--- src/rtl/glitch_pulse_gen.sv ---
// Trigger-driven glitch pulse train generator: delay, then num pulses of width with spacing.
// Trigger latency SYNC_STAGES cycles to acceptance; outputs registered from next state.
module glitch_pulse_gen #(
  parameter int SYNC_STAGES = 2,
  parameter bit GLITCH_POL  = 1'b1
) (
  input  logic        clk,
  input  logic        rst_n,
  input  logic        trigger_i,
  input  logic        arm_i,
  input  logic [15:0] delay_i,
  input  logic [7:0]  width_i,
  input  logic [7:0]  num_pulses_i,
  input  logic [15:0] pulse_spacing_i,
  output logic        glitch_o,
  output logic        busy_o,
  output logic        done_o
);

  typedef enum logic [2:0] {IDLE, DELAY, PULSE, SPACE, DONE} state_t;

  state_t state_q, state_d;
  logic [SYNC_STAGES-1:0] sync_q, sync_d;
  logic        prev_q, prev_d;
  logic        trig_edge;
  logic [15:0] cnt_q, cnt_d;
  logic [15:0] spacing_q, spacing_d;
  logic [7:0]  width_q, width_d;
  logic [7:0]  pulses_q, pulses_d;
  logic        glitch_q, glitch_d;
  logic        busy_q, busy_d;
  logic        done_q, done_d;

  always_comb begin
    sync_d    = {sync_q[SYNC_STAGES-2:0], trigger_i};
    prev_d    = sync_q[SYNC_STAGES-1];
    trig_edge = sync_q[SYNC_STAGES-1] & ~prev_q;

    state_d   = state_q;
    cnt_d     = cnt_q;
    spacing_d = spacing_q;
    width_d   = width_q;
    pulses_d  = pulses_q;

    // Each timed state loads cnt with (cycles-1) and leaves when it reaches zero.
    case (state_q)
      IDLE: begin
        if (arm_i && trig_edge) begin
          width_d   = width_i;
          pulses_d  = num_pulses_i;
          spacing_d = pulse_spacing_i;
          if (width_i == 8'd0 || num_pulses_i == 8'd0) begin
            state_d = DONE;
          end else if (delay_i == 16'd0) begin
            state_d = PULSE;
            cnt_d   = {8'd0, width_i - 8'd1};
          end else begin
            state_d = DELAY;
            cnt_d   = delay_i - 16'd1;
          end
        end
      end
      DELAY: begin
        if (cnt_q == 16'd0) begin
          state_d = PULSE;
          cnt_d   = {8'd0, width_q - 8'd1};
        end else begin
          cnt_d = cnt_q - 16'd1;
        end
      end
      PULSE: begin
        if (cnt_q == 16'd0) begin
          pulses_d = pulses_q - 8'd1;
          if (pulses_q == 8'd1) begin
            state_d = DONE;
          end else begin
            state_d = SPACE;
            cnt_d   = (spacing_q == 16'd0) ? 16'd0 : spacing_q - 16'd1;
          end
        end else begin
          cnt_d = cnt_q - 16'd1;
        end
      end
      SPACE: begin
        if (cnt_q == 16'd0) begin
          state_d = PULSE;
          cnt_d   = {8'd0, width_q - 8'd1};
        end else begin
          cnt_d = cnt_q - 16'd1;
        end
      end
      DONE:    state_d = IDLE;
      default: state_d = IDLE;
    endcase

    // Disarm aborts any sequence in flight without a done strobe.
    if (state_q != IDLE && !arm_i) begin
      state_d = IDLE;
    end

    glitch_d = (state_d == PULSE) ? GLITCH_POL : ~GLITCH_POL;
    busy_d   = (state_d != IDLE);
    done_d   = (state_d == DONE);
  end

  always_ff @(posedge clk or negedge rst_n) begin
    if (!rst_n) begin
      state_q   <= IDLE;
      sync_q    <= '0;
      prev_q    <= 1'b0;
      cnt_q     <= 16'd0;
      spacing_q <= 16'd0;
      width_q   <= 8'd0;
      pulses_q  <= 8'd0;
      glitch_q  <= ~GLITCH_POL;
      busy_q    <= 1'b0;
      done_q    <= 1'b0;
    end else begin
      state_q   <= state_d;
      sync_q    <= sync_d;
      prev_q    <= prev_d;
      cnt_q     <= cnt_d;
      spacing_q <= spacing_d;
      width_q   <= width_d;
      pulses_q  <= pulses_d;
      glitch_q  <= glitch_d;
      busy_q    <= busy_d;
      done_q    <= done_d;
    end
  end

  assign glitch_o = glitch_q;
  assign busy_o   = busy_q;
  assign done_o   = done_q;

endmodule

--- config.mk ---
export PLATFORM = sky130hd
export DESIGN_NAME = glitch_pulse_gen
export DESIGN_NICKNAME = d
export VERILOG_FILES = /design/src/rtl/glitch_pulse_gen.sv
export SDC_FILE = /design/constraint.sdc
export NUM_CORES = 1
export LEC_CHECK = 0
export ABC_AREA = 0
export CAP_MARGIN = 10
export CORE_ASPECT_RATIO = 1.25
export CORE_UTILIZATION = 47
export DETAILED_ROUTE_END_ITERATION = 12
export PLACE_DENSITY = 0.81
export SLEW_MARGIN = 20
export SYNTH_ARGS = -nofsm -noshare
export SYNTH_HDL_FRONTEND = slang
export SYNTH_SLANG_ARGS = --single-unit
--- constraint.sdc ---
create_clock -name clk -period 4.5 [get_ports clk]
set_clock_uncertainty 0.15 [all_clocks]
set_input_delay 1.125 -clock clk [delete_from_list [all_inputs] [get_ports clk]]
set_output_delay 1.125 -clock clk [all_outputs]
set_load 0.1 [all_outputs]
Word-level counts from Yosys, hierarchy flattened. Cells that the tools add are included.

Register bits after elaboration: 57. Bits in latches: 0. RAM bits: 0. ROM bits: 0. Output and inout port bits: 3. Word-level logic and storage cells: 66. Memories: 0.

Add/subtract/negate cells: 6. Multiply operators: 0. Divide/modulo/power cells: 0. $lt $le $gt $ge: 0. Equality and inequality tests: 10. Shift-type cells: 0. Muxes and demuxes: 20. Bitwise operators: 2. Reductions and logical operators: 18.

Operator list (count): two-way mux 16 bit (7); zero test 16 bit (3); one-hot mux 16 bit (3 select lines) (1); subtractor 16 x 1 -> 16 bit, second input constant (3); subtractor 8 x 1 -> 8 bit, second input constant (3); two-way mux 3 bit (6); zero test 8 bit (2); two-way mux 8 bit (2); one-hot mux 8 bit (2 select lines) (1); equality test 3 x 2 -> 1 bit, second input constant (3); one-hot mux 3 bit (3 select lines) (1); nonzero test 3 bit (3); equality test 8 x 1 -> 1 bit, second input constant (1); inequality test 2 bit, second input constant (3); AND reduction 4 bit (1); equality test 3 x 1 -> 1 bit, second input constant (1); equality test 3 bit, second input constant (1); zero test 3 bit (1); inequality test 3 bit, second input constant (1); AND reduction 3 bit (1); logical AND 1 bit (2); two-way mux 2 bit (1); AND reduction 2 bit (1); nonzero test 2 bit (1); other kinds (6) (6).

Longest topological paths before layout. Gate-level depths: netlist of run 1.

Depth in word-level cells: 8. Mapped depth: 9. Depth with buffers taken out: 8.

Worst setup path before layout of run 1. OpenSTA, ideal clock, no wires.

Path kind: input port to flip-flop. Start point: in delay_i[0]. End point: reg cnt_q[14]. Arrival time: 3.201 ns. Required time: 4.276 ns. Slack: 1.075 ns. Cell stages on the path: 9. Cells stage by stage: inv_1 > ha_1 > or3b_1 > or4_1 > buf_4 > or4b_1 > o21ai_1 > a21oi_1 > o21ai_2.

Longest elaborated chain between the ends: 5. Elaborated cells on any way between the ends: 6. Classes of those cells: add/sub: 1; mux: 4; reduce/logical: 1.

Ends and longest elaborated chain: from (decl) (RTL line 11) `input logic [15:0] delay_i,`; subtractor 16 x 1 -> 16 bit or zero test 16 bit (tied branches) (RTL line 59, 54); two-way mux 16 bit (*) (RTL line 54) `end else if (delay_i == 16'd0) begin`; two-way mux 16 bit (*) (RTL line 52) `if (width_i == 8'd0 || num_pulses_i == 8'd0) begin`; two-way mux 16 bit (*) (RTL line 48) `if (arm_i && trig_edge) begin`; one-hot mux 16 bit (3 select lines) (*) (RTL line 46) `case (state_q)`; to (signal assigned) (RTL line 122) `cnt_q <= cnt_d;`; to (decl) (RTL line 26) `logic [15:0] cnt_q, cnt_d;`.

Every way passes the cells marked *; elsewhere a longest branch is shown, timed or not. The select of a mux whose other input is x is not followed. A chain may end at the register's enable or synchronous reset.

Final worst setup path of run 1. Same ends and word-level chain as after synthesis.

==> impl_metrics.json, run 1 <==
{
  "coreArea_um2": 7930,
  "drive_gt1_frac": 0.0584,
  "status": "completed",
  "postCtsHoldBufs": 0,
  "drt_first_iter_violations": 280,
  "path_class": "input pin to flop",
  "vias_per_cell": 6.20,
  "fin_cells": 626,
  "crit_arrival_ns": 3.94,
  "synth_area_leaders": "dfrtp_1, nand2_1, o21ai_0, xnor2_1, xor2_1",
  "worst-path-buf-inv": 2,
  "synth_edf_count": 0,
  "clockBufferDepth": 2,
  "placed_area_um2": 4510,
  "drv_cap": 0,
  "synth_xor_area_frac": 0.0762,
  "grt_max_degree": 33,
  "vdd_drop_max_mv": 0.259,
  "core.rowCount": 36,
  "grt_pass1_wl_um": 17400,
  "dp_hpwl_um": 8040,
  "startpoint_type": "input pin",
  "synthSimpleGateAreaFrac": 0.279,
  "ys_async_sr_fraction": 1.00,
  "ctsResizeCount": 0,
  "slew_violations": 0,
  "drc_errors": 0,
  "rsz0062_at_grt": "false",
  "path_max_fanout": 10,
  "num-fill-cells": 690,
  "ys_seq_elements": 57,
  "critPathSlowestCell": "or4_1",
  "die_w_um": 83.6,
  "yosysTopAreaCell": "dfrtp_1",
  "grt_pass1_vias": 3728,
  "slowest_delay_ns": 0.73,
  "cts.reportedPaths.clkPinSlew_ns": 0.07,
  "clk-insertion-delay-late_ns": 0.35,
  "dieHeight_um": 104,
  "port_buffers": 54,
  "synth_flop_cell": "dfrtp_1",
  "cp_top_family": "simple AND/OR/NAND/NOR gates",
  "synth_most_common_cell": "nand2_1",
  "cts_tree": "done",
  "synth_top_family_by_area": "simple AND/OR/NAND/NOR gates",
  "area_growth_pct": 19.6,
  "dp.cells": 612,
  "power.leakage_uw": 0.00186,
  "synth_nets": 541,
  "utilization": 0.589,
  "die-area_um2": 8690,
  "synth.top_cell.area_share": 0.365,
  "ys_types": 60,
  "design_area_um2": 4670,
  "period_share": 0.847,
  "drt_pass1_iterations": 5,
  "fmax_mhz": 262,
  "ios": 55,
  "numCtsBuffers": 9,
  "fin_setup_tns_ns": 0,
  "gp_congestion": 0.938,
  "overflow": 0,
  "final_hold_viol_count": 0,
  "antennaDiodeCount": 0,
  "initial_core_util": 0.493,
  "cts_root_buf": "clkbuf_8",
  "syn_area_um2": 3910,
  "synthTopCellsByCount": "nand2_1, dfrtp_1, o21ai_0",
  "antenna_found_initial": 0,
  "synth_compound_area_frac": 0.189,
  "seq_area_frac_synth": 0.365,
  "antenna_left": 0,
  "setup_viol": 0,
  "postCtsSetupBuffers": 0,
  "vias": 3883,
  "final_net_count": 589,
  "cts.sinks": 57,
  "cp.required_ns": 4.63,
  "path_cells": "clkdlybuf4s50_1 > inv_1 > ha_1 > or3b_1 > or4_1 > or4b_1 > o21ai_1 > a21oi_1 > o21ai_2",
  "endpoint_kind": "flop",
  "relSlewSlack": 0.342,
  "min_path_type": "flop to flop",
  "drt_wl_total_um": 10800,
  "netlist_instances": 480,
  "wire_per_inst_um": 17.2,
  "synthMuxAreaShare": 0.0250,
  "avgSynthCellArea_um2": 8.14,
  "power_density_nw_per_um2": 527,
  "fin_crit_ns": 3.81,
  "grt_usage": 0.251,
  "p_total_uw": 2460,
  "tightest_slew_ns": 0.987,
  "yosysWarnings": 0,
  "synthAdderAreaFrac": 0.0288,
  "htree_levels": 3
}
[flip-flops by register name, summed over array words and instances, names as in the netlist]
name	flops
done_o	1
glitch_o	1
cnt_q	16
sync_q	2
pulses_q	8
busy_o	1
spacing_q	16
width_q	8
state_q	3
prev_q	1
[routing by layer]
layer / track usage / part of all wire / wire length [µm]
met1: 0.288 / 0.41 / 4380
met4: 0.143 / 0.046 / 498
met3: 0.0714 / 0.061 / 657
met2: 0.416 / 0.49 / 5220
met5: 0 / 0 / 0
[worst paths after layout]
| path | start | to | slack [ns] | cells after the start |
|---|---|---|---|---|
| max in group asynchronous | rst_n | state_q[1] | 2.72 | 2 |
| worst min register to register | sync_q[0] | sync_q[1] | 0.20 | 0 |
| worst min-delay path | sync_q[0] | sync_q[1] | 0.20 | 0 |
| worst max register to register | cnt_q[0] | cnt_q[15] | 1.37 | 7 |
| worst max-delay path | delay_i[0] | cnt_q[14] | 0.69 | 9 |
| min in group asynchronous | rst_n | cnt_q[14] | 0.63 | 1 |
[layout by cell type (no fill, tap or decap), drive strengths merged, types with 2 or more instances in the layout]
| master | count |
|---|---|
| buf | 6 |
| nand4 | 7 |
| or3 | 11 |
| inv | 15 |
| mux2i | 3 |
| nor4b | 2 |
| xnor2 | 17 |
| clkdlybuf4s50 | 53 |
| and2 | 4 |
| a22oi | 6 |
| a22o | 3 |
| a31oi | 8 |
| nand3 | 9 |
| or2 | 4 |
| a32oi | 3 |
| mux2 | 6 |
| xor2 | 17 |
| clkbuf | 14 |
| nor4 | 16 |
| nand2 | 78 |
| dfrtp | 57 |
| o31ai | 5 |
| o21ai | 40 |
| nor3b | 5 |
| o22ai | 4 |
| a21oi | 20 |
| ha | 9 |
| o22a | 5 |
| nor3 | 23 |
| or4 | 9 |
| o32a | 2 |
| o211ai | 5 |
| a211oi | 5 |
| nor2 | 37 |
| nor2b | 3 |
| nand2b | 3 |
[cell families after synthesis]
family | after synthesis
compound gates | 116
fa+ha+maj | 9
simple gates | 218
flops | 57
xor+xnor | 34
buf+inv | 37
mux | 9
[metrics by stage]
stage	setup slack [ns]	hold WS, ns
after floorplan	1.08	0.181
after global placement	0.464	0.185
after detailed placement	0.359	0.187
after CTS	0.708	0.200
after global routing	0.549	0.210
final	0.690	0.199
[area by class of cell]
type	instances	area, µm²	share of cell area
inverter	15	56.3	0.0120
timing repair buffer	59	573	0.123
tap	95	119	0.0254
sequential	57	1430	0.305
multi-input combinational	386	2340	0.500
clock buffer	14	163	0.0348
[report_power, final]
group / internal, µW / switching [µW]
logic: 456 / 590
registers: 724 / 277
clock network: 224 / 193
No activity file was read; power rests on OpenSTA's default activity.
==> inputs of run 2 (changes only) <==
==> constraint.sdc (replaced) <==
create_clock -name clk -period 3.8 [get_ports clk]
set_clock_uncertainty 0.15 [all_clocks]
set_input_delay 0.95 -clock clk [delete_from_list [all_inputs] [get_ports clk]]
set_output_delay 0.95 -clock clk [all_outputs]
set_load 0.1 [all_outputs]
==> run 2 against run 1 <==
  * Non-clock buffer count up 9
  * Critical path type unchanged
  * Power up 26%
  * Combinational power is 19% higher
  * Worst hold slack better by 0.0036 ns
  * Global-route usage is 1.7 points higher
  * Cell count up 1.8%
  * Sequential power is 20% higher
  * Highest routed layer unchanged
==> impl_metrics.json, run 2 (same netlist as run 1, synthesis figures left out) <==
{
  "die-area_um2": 8690,
  "swShare": 0.419,
  "initial_core_util": 0.493,
  "period_share": 0.934,
  "final_net_count": 598,
  "overflow": 0,
  "grt_max_degree": 42,
  "power.leakage_uw": 0.00193,
  "tightest_slew_ns": 0.991,
  "numCtsBuffers": 9,
  "top_regs": "cnt_q: 16 flops, spacing_q: 16 flops",
  "crit_arrival_ns": 3.64,
  "die_w_um": 83.6,
  "combPwrFrac": 0.403,
  "status": "completed",
  "cts.reportedPaths.clkPinSlew_ns": 0.07,
  "power_frac_clock": 0.213,
  "port_buffers": 54,
  "drt_pass1_iterations": 5,
  "drive_gt1_frac": 0.0830,
  "path_class": "input pin to flop",
  "htree_levels": 3,
  "min_path_type": "flop to flop",
  "drv_cap": 0,
  "final_cell_mix": "nand2_1, dfrtp_1, clkdlybuf4s50_1",
  "dieHeight_um": 104,
  "seqPwrFrac": 0.384,
  "grt_usage": 0.268,
  "clk-insertion-delay-late_ns": 0.36,
  "setup_viol": 0,
  "startpoint_type": "input pin",
  "area_growth_pct": 23.0,
  "gp_congestion": 0.921,
  "cp.required_ns": 3.89,
  "clockBufferDepth": 2,
  "antenna_found_initial": 0,
  "drt_first_iter_violations": 346,
  "dp.cells": 621,
  "cts_tree": "done",
  "vdd_drop_max_mv": 0.344,
  "relSlewSlack": 0.338,
  "drc_errors": 0,
  "wire_per_inst_um": 17.5,
  "core.rowCount": 36,
  "final_common_cell": "nand2_1",
  "antennaDiodeCount": 0,
  "design_area_um2": 4810,
  "fmax_mhz": 282,
  "p_int_uw": 1810,
  "fin_cells": 637,
  "ctsResizeCount": 0,
  "cts.sinks": 57,
  "power_density_nw_per_um2": 647,
  "antenna_left": 0,
  "final_hold_viol_count": 0,
  "ios": 55,
  "grt_pass1_vias": 3916,
  "vias": 3955,
  "vias_per_cell": 6.21,
  "drt_wl_total_um": 11100,
  "coreArea_um2": 7930,
  "power.switching_uw": 1300,
  "utilization": 0.606,
  "grt_pass1_wl_um": 18400,
  "dp_hpwl_um": 8240,
  "fin_crit_ns": 3.55,
  "path_max_fanout": 9,
  "postCtsSetupBuffers": 0,
  "rsz0062_at_grt": "false",
  "cts_root_buf": "clkbuf_8",
  "endpoint_kind": "flop",
  "placed_area_um2": 4580,
  "slew_violations": 0,
  "postCtsHoldBufs": 0
}
==> run 2: cell types whose count changed in the layout (fill, tap and decap cells not counted) <==
cell        delta
buf_4          +9
clkbuf_1       -3
bufinv_16      +2
clkinv_2       +2
clkinvlp_4     +1
==> run 2: layout make-up <==
type / count / area, µm²
Tap cell: 95 / 119
Clock inverter: 5 / 77.6
Timing Repair Buffer: 68 / 641
Fill cell: 704 / 3120
Multi-Input combinational cell: 386 / 2340
Inverter: 15 / 56.3
Sequential cell: 57 / 1430
Clock buffer: 11 / 151
==> run 2: path summary, 6_finish.rpt <==
kind	start	endpoint	depth (start not counted)	slack, ns
worst max register to register	cnt_q[4]	cnt_q[15]	5	1.00
max in group asynchronous	rst_n	cnt_q[12]	2	2.26
worst max-delay path	delay_i[0]	cnt_q[7]	9	0.25
min in group asynchronous	rst_n	spacing_q[8]	1	0.36
worst min-delay path	sync_q[0]	sync_q[1]	0	0.20
worst min register to register	sync_q[0]	sync_q[1]	0	0.20
==> run 2: per-layer routing <==
| metal | global-route usage | part of all wire |
|---|---|---|
| met5 | 0 | 0 |
| met4 | 0.157 | 0.046 |
| met3 | 0.0611 | 0.060 |
| met2 | 0.450 | 0.50 |
| met1 | 0.310 | 0.39 |
==> run 2: power by group through the flow <==
stage / sequential [µW] / combinational, µW / clock (µW)
6_report: 1200 / 1250 / 661
5_1_grt: 1230 / 1380 / 701
4_1_cts: 1180 / 1240 / 669
3_5_place_dp: 1190 / 1220 / 0
3_3_place_gp: 1170 / 1180 / 0
2_1_floorplan: 1110 / 896 / 0
==> run 2: worst max-delay path: stages <==
cell and delay (ns):
clkdlybuf4s50_1 0.43, inv_1 0.09, ha_1 0.18, or3b_1 0.38, or4_1 0.71, or2_1 0.33
o211ai_1 0.24, a31oi_1 0.12, o22a_1 0.21
==> run 2: through the flow <==
stage          worst slack, ns  setup TNS [ns]  total power (µW)  hold WS (ns)
2_1_floorplan            0.550               0              2010         0.181
3_3_place_gp            0.0114               0              2350         0.185
3_5_place_dp           -0.0843          -0.246              2410         0.187
4_1_cts                  0.264               0              3090         0.209
5_1_grt                  0.105               0              3310         0.212
6_report                 0.250               0              3110         0.202
==> inputs of run 3 (changes only) <==
--- a/config.mk
+++ b/config.mk
@@ -10,7 +10,7 @@
 export CORE_ASPECT_RATIO = 1.25
 export CORE_UTILIZATION = 47
 export DETAILED_ROUTE_END_ITERATION = 12
-export PLACE_DENSITY = 0.81
+export PLACE_DENSITY = 0.77
 export SLEW_MARGIN = 20
 export SYNTH_ARGS = -nofsm -noshare
 export SYNTH_HDL_FRONTEND = slang
==> run 3 against run 2 <==
  * Final area down 0.99%
  * Clock-buffer cell count up 2
  * Maximum frequency rose by 2.6%
  * Sequential cell count unchanged
  * Combinational power about the same
  * Wire length fell by 5.9%
  * Non-clock buffer count is 1 higher
  * Worst hold slack hardly changed
  * Clock power down 22%
  * Utilization is 0.60 points lower
  * Largest power group unchanged
==> impl_metrics.json, run 3 (same netlist as run 1, synthesis figures left out) <==
{
  "initial_core_util": 0.493,
  "crit_arrival_ns": 3.57,
  "antennaDiodeCount": 0,
  "path_max_fanout": 10,
  "cts.reportedPaths.clkPinSlew_ns": 0.07,
  "vias": 3876,
  "grt_pass1_vias": 3663,
  "timing.hold.ws_ns": 0.202,
  "period_share": 0.910,
  "overflow": 0,
  "port_buffers": 54,
  "ios": 55,
  "vdd_drop_max_mv": 0.289,
  "power.leakage_uw": 0.00192,
  "drv_cap": 0,
  "fin_crit_ns": 3.46,
  "reg2regPathDepth": 5,
  "gp_congestion": 0.943,
  "multi_input_area_um2": 2340,
  "drt_wl_total_um": 10500,
  "clk-insertion-delay-late_ns": 0.33,
  "ctsResizeCount": 0,
  "fin_setup_tns_ns": 0,
  "min_path_type": "flop to flop",
  "postCtsSetupBuffers": 0,
  "drt_pass1_iterations": 5,
  "rsz0062_at_grt": "false",
  "antenna_found_initial": 0,
  "top_regs": "cnt_q: 16 flops, spacing_q: 16 flops",
  "wire_per_inst_um": 16.4,
  "dieHeight_um": 104,
  "antenna_left": 0,
  "slew_violations": 0,
  "core.rowCount": 36,
  "seqCellArea_um2": 1430,
  "die_w_um": 83.6,
  "die-area_um2": 8690,
  "num-fill-cells": 694,
  "final_net_count": 599,
  "final_common_cell": "nand2_1",
  "fmax_mhz": 289,
  "area_growth_pct": 21.8,
  "path_class": "input pin to flop",
  "status": "completed",
  "drive_gt1_frac": 0.0810,
  "cts_root_buf": "clkbuf_8",
  "min_path_cells": 0,
  "drc_errors": 0,
  "postCtsHoldBufs": 0,
  "drt_first_iter_violations": 265,
  "relSlewSlack": 0.343,
  "power_density_nw_per_um2": 617,
  "tightest_slew_ns": 0.982,
  "grt_usage": 0.250,
  "utilization": 0.600,
  "cp.required_ns": 3.92,
  "endpoint_kind": "flop",
  "p_total_uw": 2930,
  "numCtsBuffers": 9,
  "cts.sinks": 57,
  "final_cell_mix": "nand2_1, dfrtp_1, clkdlybuf4s50_1",
  "vias_per_cell": 6.08,
  "setup_viol": 0,
  "htree_levels": 3,
  "grt_max_degree": 38,
  "startpoint_type": "input pin",
  "clockBufferDepth": 2,
  "grt_pass1_wl_um": 17600,
  "final_hold_viol_count": 0,
  "dp_hpwl_um": 7790,
  "cts_tree": "done",
  "coreArea_um2": 7930
}
## run 3: path summary, 6_finish.rpt
kind	from	endpoint	slack [ns]
min in group asynchronous	rst_n	spacing_q[11]	0.41
min reg2reg	sync_q[0]	sync_q[1]	0.20
max reg2reg	cnt_q[4]	cnt_q[0]	1.03
max in group asynchronous	rst_n	pulses_q[5]	2.22
min	sync_q[0]	sync_q[1]	0.20
max	delay_i[0]	cnt_q[14]	0.34
## run 3: cell type report
cell class | instances | share of cell area
clock buffers | 13 | 0.0334
clock inverters | 3 | 0.00315
inverters | 15 | 0.0118
multi-input cells | 386 | 0.491
flip-flops and latches | 57 | 0.300
well taps | 95 | 0.0250
repair buffers | 69 | 0.136
## run 3: critical path, cell delays in order
cell,delay (ns)
clkdlybuf4s50_1,0.43
inv_1,0.09
ha_1,0.17
or3b_1,0.37
or4_1,0.51
buf_4,0.19
or4b_1,0.51
o21ai_1,0.14
a21oi_1,0.09
o21ai_2,0.11
## run 3: stage by stage
stage | instances | instance area (µm²) | setup slack (ns)
global placement | 622 | 4590 | 0.0794
CTS | 638 | 4760 | 0.345
detailed placement | 622 | 4590 | 0.0186
floorplan | 480 | 3910 | 0.550
global route | 638 | 4760 | 0.220
finish | 638 | 4760 | 0.341
## run 3: per-layer routing
layer | share of wire | global-route usage
met1 | 0.43 | 0.328
met2 | 0.48 | 0.412
met3 | 0.053 | 0.0357
met4 | 0.034 | 0.109
met5 | 0 | 0
## run 3: report_power, final
| group | switching (µW) | leakage (µW) | total, µW | internal, µW |
|---|---|---|---|---|
| registers | 322 | 0.000703 | 1180 | 857 |
| clock network | 247 | 0.0000932 | 517 | 270 |
| logic | 693 | 0.00112 | 1240 | 546 |
